[config.mk]
export PLATFORM = sky130hd
export DESIGN_NAME = bram_port_arbiter
export DESIGN_NICKNAME = d
export VERILOG_FILES = /design/src/rtl/bram_port_arbiter.sv
export SDC_FILE = /design/constraint.sdc
export NUM_CORES = 1
export LEC_CHECK = 0
export BUFFER_PORTS_ARGS = -buffer_cell sky130_fd_sc_hd__buf_2
export CORE_MARGIN = 5
export CORE_UTILIZATION = 36
export CTS_BUF_LIST = sky130_fd_sc_hd__clkbuf_8
export CTS_CLUSTER_DIAMETER = 200
export CTS_CLUSTER_SIZE = 30
export DETAILED_ROUTE_END_ITERATION = 12
export PLACE_DENSITY = 0.79
export RECOVER_POWER = 50
export REMOVE_ABC_BUFFERS = 1
export SYNTH_ARGS = -nofsm -noshare
export SYNTH_HDL_FRONTEND = slang
export SYNTH_SLANG_ARGS = --single-unit
[constraint.sdc]
create_clock -name I_CLK -period 1.8 [get_ports I_CLK]
set_input_delay 0.18 -clock I_CLK [delete_from_list [all_inputs] [get_ports I_CLK]]
set_output_delay 0.18 -clock I_CLK [all_outputs]
set_load 0.02 [all_outputs]
[src/rtl/bram_port_arbiter.sv]
// Round-robin arbiter sharing one BRAM port between two requesters, with a
// bounded burst length and per-requester read-valid strobes one cycle after grant.
module bram_port_arbiter #(
    parameter int P_DATA_WIDTH    = 16,
    parameter int P_ADDRESS_WIDTH = 10,
    parameter int P_MAX_BURST     = 4
) (
    input  logic                       I_CLK,
    input  logic                       I_NRESET,
    input  logic                       I_REQ_0,
    input  logic                       I_WRITE_ENABLE_0,
    input  logic [P_ADDRESS_WIDTH-1:0] I_ADDRESS_0,
    input  logic [P_DATA_WIDTH-1:0]    I_DATA_0,
    output logic                       O_GRANT_0,
    output logic                       O_DATA_VALID_0,
    input  logic                       I_REQ_1,
    input  logic                       I_WRITE_ENABLE_1,
    input  logic [P_ADDRESS_WIDTH-1:0] I_ADDRESS_1,
    input  logic [P_DATA_WIDTH-1:0]    I_DATA_1,
    output logic                       O_GRANT_1,
    output logic                       O_DATA_VALID_1,
    output logic [P_DATA_WIDTH-1:0]    O_READ_DATA,
    output logic [P_ADDRESS_WIDTH-1:0] O_BRAM_ADDRESS,
    output logic [P_DATA_WIDTH-1:0]    O_BRAM_DATA,
    output logic                       O_BRAM_WRITE_ENABLE,
    input  logic [P_DATA_WIDTH-1:0]    I_BRAM_DATA
);

    localparam int              LP_BW  = $clog2(P_MAX_BURST + 1);
    localparam logic [LP_BW-1:0] LP_MAX = LP_BW'(P_MAX_BURST);

    logic                       last_grant;
    logic [LP_BW-1:0]           burst_count;
    logic                       rd_pend_0;
    logic                       rd_pend_1;
    logic [P_ADDRESS_WIDTH-1:0] addr_hold;

    logic grant_0;
    logic grant_1;
    logic last_req;
    logic keep;

    // Under contention the previous winner keeps the port only while its burst is unexhausted.
    always_comb begin
        grant_0  = 1'b0;
        grant_1  = 1'b0;
        last_req = last_grant ? I_REQ_1 : I_REQ_0;
        keep     = (burst_count != '0) && last_req && (burst_count < LP_MAX);
        if (I_NRESET) begin
            if (I_REQ_0 && I_REQ_1) begin
                if (keep) begin
                    grant_0 = ~last_grant;
                    grant_1 = last_grant;
                end else begin
                    grant_0 = last_grant;
                    grant_1 = ~last_grant;
                end
            end else begin
                grant_0 = I_REQ_0;
                grant_1 = I_REQ_1;
            end
        end
    end

    always_comb begin
        O_BRAM_WRITE_ENABLE = 1'b0;
        O_BRAM_ADDRESS      = addr_hold;
        O_BRAM_DATA         = '0;
        if (grant_0) begin
            O_BRAM_WRITE_ENABLE = I_WRITE_ENABLE_0;
            O_BRAM_ADDRESS      = I_ADDRESS_0;
            O_BRAM_DATA         = I_DATA_0;
        end else if (grant_1) begin
            O_BRAM_WRITE_ENABLE = I_WRITE_ENABLE_1;
            O_BRAM_ADDRESS      = I_ADDRESS_1;
            O_BRAM_DATA         = I_DATA_1;
        end
    end

    always_ff @(posedge I_CLK or negedge I_NRESET) begin
        if (!I_NRESET) begin
            last_grant  <= 1'b1;
            burst_count <= '0;
            rd_pend_0   <= 1'b0;
            rd_pend_1   <= 1'b0;
            addr_hold   <= '0;
        end else begin
            if (grant_0 || grant_1) begin
                if ((grant_1 == last_grant) && (burst_count != '0)) begin
                    if (burst_count < LP_MAX) begin
                        burst_count <= burst_count + 1'b1;
                    end
                end else begin
                    last_grant  <= grant_1;
                    burst_count <= LP_BW'(1);
                end
                addr_hold <= O_BRAM_ADDRESS;
            end else begin
                burst_count <= '0;
            end
            rd_pend_0 <= grant_0 & ~I_WRITE_ENABLE_0;
            rd_pend_1 <= grant_1 & ~I_WRITE_ENABLE_1;
        end
    end

    assign O_GRANT_0      = grant_0;
    assign O_GRANT_1      = grant_1;
    assign O_DATA_VALID_0 = rd_pend_0;
    assign O_DATA_VALID_1 = rd_pend_1;
    assign O_READ_DATA    = I_BRAM_DATA;

endmodule
==> qor.log <==
[pwr] worst-case vdd ir drop 0.498 mV
[global_route] maximum number of pins on one net before global-route repair 32
[setup_path] CP cell instances inv_2, ha_4, o21a_4, o311a_4, a2111o_1, buf_6
[timing] tightest hold margin 84.4 ps
[placement] final estimated routing congestion in global placement 0.766
[timing] post-layout minimum cycle time 2230 ps
[global_route] total gr overflow 0
[setup_path] flop-to-flop setup slack -230 ps
[worst_hold_path] worst hold path type input port to register
[drt] routed via count 1733
[drt] final WL 5800 microns
[timing] period utilization 1.24
[placement] count of input and output buffers 88
[synthesis] synthesized area 0.00148 sq mm
[floorplanning] I/O pin total 121
[synthesis] leading cell types by total area after synthesis dfrtp_1 (25%), a32o_1 (18%), a2111o_1 (15%), buf_4 (8.1%), nor2b_1 (5.9%)
[flow_run] max-cap check violation count 0
[finish] Diodes inserted 0
[global_route] wire length of the first global-routing pass 8880 microns
[timing] Tightest Pin Transition 818 ps
[cts] buffer depth of the longest clock path 2
[cts] latest clock arrival within the worst-skew pair 250 ps
[worst_hold_path] hold wc startpoint I_WRITE_ENABLE_0
[setup_path] type of the worst setup path register to output port
[placement] worst setup slack before clock tree synthesis -246 ps
[cts] number of buffers inserted during clock tree synthesis 3
[setup_path] kind of launch point of the worst setup path register
[timing] highest clock rate 449 MHz
[placement] placed wire-length estimate after detailed placement 3880 microns
[timing] worst clock skew 8.23 ps
[setup_path] peak per-stage delay on the critical path 410 ps
[floorplanning] die height 74.2 microns
[synthesis] Yosys warning count 0
[global_route] via count of the first global-routing pass 1866
[floorplanning] effective utilization at floorplan 0.371
[drt] first-pass iteration count of the detailed router 4
[drt] count of unresolved DRC violations after routing 0
[worst_hold_path] worst hold path cell count 2
[drt] number of DRC markers in iteration 0 92
[outcome] outcome finished with violations
[setup_path] Max FO, Critical Path 5
[drt] Routed WL per cell 20.3 microns
[outcome] failing checks setup timing
[synthesis] Yosys top cell area share 0.253
[drt] Final ANT Viol Nets 0
[timing] total of endpoints with negative setup slack in the final report 39
[timing] final hold violations 0
[finish] Layout Nets 312
[pwr] power per cell area 707 mW/mm^2
[finish] most common library cell in the layout ignoring fill and taps buf_2
[global_route] global-route total usage across every layer 0.212
[global_route] antenna violations before repair 0
[cts] clock tree from TritonCTS done
[drt] via count normalized by instance count 6.08
[floorplanning] total die area 0.00551 sq mm
[synthesis] count of different cell masters after synthesis 28
[placement] placed cell count 274
[synthesis] fraction of the yosys area taken by sequential cells 0.271
[cts] htree depth 1
[synthesis] cell type contributing the most total cell area after synthesis dfrtp_1
[setup_path] source of the worst register-to-register timing path burst_count[1]
[pwr] leakage power figure 1.10 nW
[timing] relative slew slack 0.453
[timing] Final Slew Violations 0
[cts] register clock-pin slew on the reported worst setup and hold paths 70 ps
[cts] CTS Root Buffer Type clkbuf_8
[floorplanning] width of the die 74.2 microns
[setup_path] Crit path arrival time 2050 ps
[finish] most frequent cells in the layout buf_2 (69), buf_6 (27), a32o_1 (25), a2111o_1 (20)
[setup_path] critical path startpoint burst_count[1]
[floorplanning] placeable core area 0.00400 sq mm
[floorplanning] standard-cell rows 23
[timing] unrepaired setup endpoints after global routing true
[synthesis] Post-Syn Instances 150
[finish] share of final-layout standard cells stronger than drive strength 1 0.583
[setup_path] capturing element type of the critical path output port
[synthesis] synthesized flop and latch total 16
[setup_path] Critical-path top delay cell o311a_4
[synthesis] synthesized area per cell 9.89 sq um
[finish] signed area change from the synthesized netlist to the final layout 55.4%
[setup_path] depth of the worst register-to-register path 8
[timing] Final WS setup -429 ps
[cts] TritonCTS Sinks 16
[setup_path] CP Data Required Time 1620 ps
[finish] Final Instance Count excl. Fillers 285
## cells by family (layout without fill, tap and decap cells)
group                    Yosys count  in the layout  share of synthesized area
AO/OA/AOI/OAI                     55             57                      0.382
adder cells (fa/ha/maj)            2              2                     0.0169
buffers and inverters             38            121                      0.155
flip-flops                        16             16                      0.271
multiplexers                       1              1                    0.00675
AND/OR/NAND/NOR                   38             38                      0.169
## synthesized netlist by cell type (all sizes together)
cell type  number
a2111o         20
a32o           27
and2            1
buf            24
clkbuf          9
dfrtp          15
dfstp           1
ha              2
inv             5
mux2i           1
nand2           1
nand3           1
nor2            4
nor2b          14
nor3            4
nor3b           2
nor4b          10
nor4bb          1
o21a            2
o21ai           2
o221ai          1
o22ai           1
o311a           1
o32a            1
## worst max-delay path, delay by kind of cell, from the launching register on
| family | cells | cell delay [ps] |
|---|---|---|
| AOI/OAI and AO/OA | 3 | 1050 |
| adders and majority gates | 1 | 170 |
| buffers and inverters | 2 | 200 |
| DFF | 1 | 370 |
## final cells by class
class,instances,area (sq um)
Clock buffer,4,55.1
Fill cell,325,1690
Inverter,5,18.8
Multi-Input combinational cell,98,1000
Sequential cell,16,402
Tap cell,50,62.6
Timing Repair Buffer,112,766
## final timing paths
kind / to
min reg2reg: addr_hold[6]
max in group asynchronous: last_grant
min: O_DATA_VALID_0
max reg2reg: addr_hold[5]
max: O_BRAM_ADDRESS[7]
min in group asynchronous: addr_hold[5]
## through the flow
stage	util	total power (W)	cell area, sq um	setup TNS (ps)
6_report	0.576	0.00163	2310	-12020
5_1_grt	0.576	0.00171	2310	-14540
4_1_cts	0.575	0.00161	2300	-12480
3_5_place_dp	0.480	0.00111	1920	-6920
3_3_place_gp	0.480	0.00110	1920	-5270
2_1_floorplan	-	0.000838	1270	-22140
## where the power goes
part	internal (W)	total [W]	switching (W)
clock	0.000194	0.000330	0.000135
sequential	0.000418	0.000448	0.0000299
combinational	0.000421	0.000854	0.000433
total	0.00103	0.00163	0.000598
## what timing repair did
| item | 4_1_cts | 5_1_grt |
|---|---|---|
| pin swaps | 19 | 9 |
| gates resized for setup | 65 | 12 |
| endpoints found under the setup margin | 39 | 39 |
| cloned | 5 | 0 |
| hold buffers | 0 | 0 |
| buffers inserted | 5 | 2 |
## state kept, by name, summed over array words and instances (netlist names)
register,flops
burst_count,3
O_DATA_VALID_0,1
O_DATA_VALID_1,1
addr_hold,10
last_grant,1
## metal layers
| metal | GRT usage | wire length, microns | share of wire | vias to the layer above |
|---|---|---|---|---|
| met4 | 0.0704 | 140 | 0.024 | 2 |
| li1 | - | - | - | 782 |
| met3 | 0.0959 | 547 | 0.094 | 15 |
| met1 | 0.238 | 2160 | 0.37 | 850 |
| met2 | 0.349 | 2900 | 0.50 | 84 |
| met5 | 0.0648 | 46 | 0.0079 | - |
Note: power is estimated with default switching activity, not from simulation.
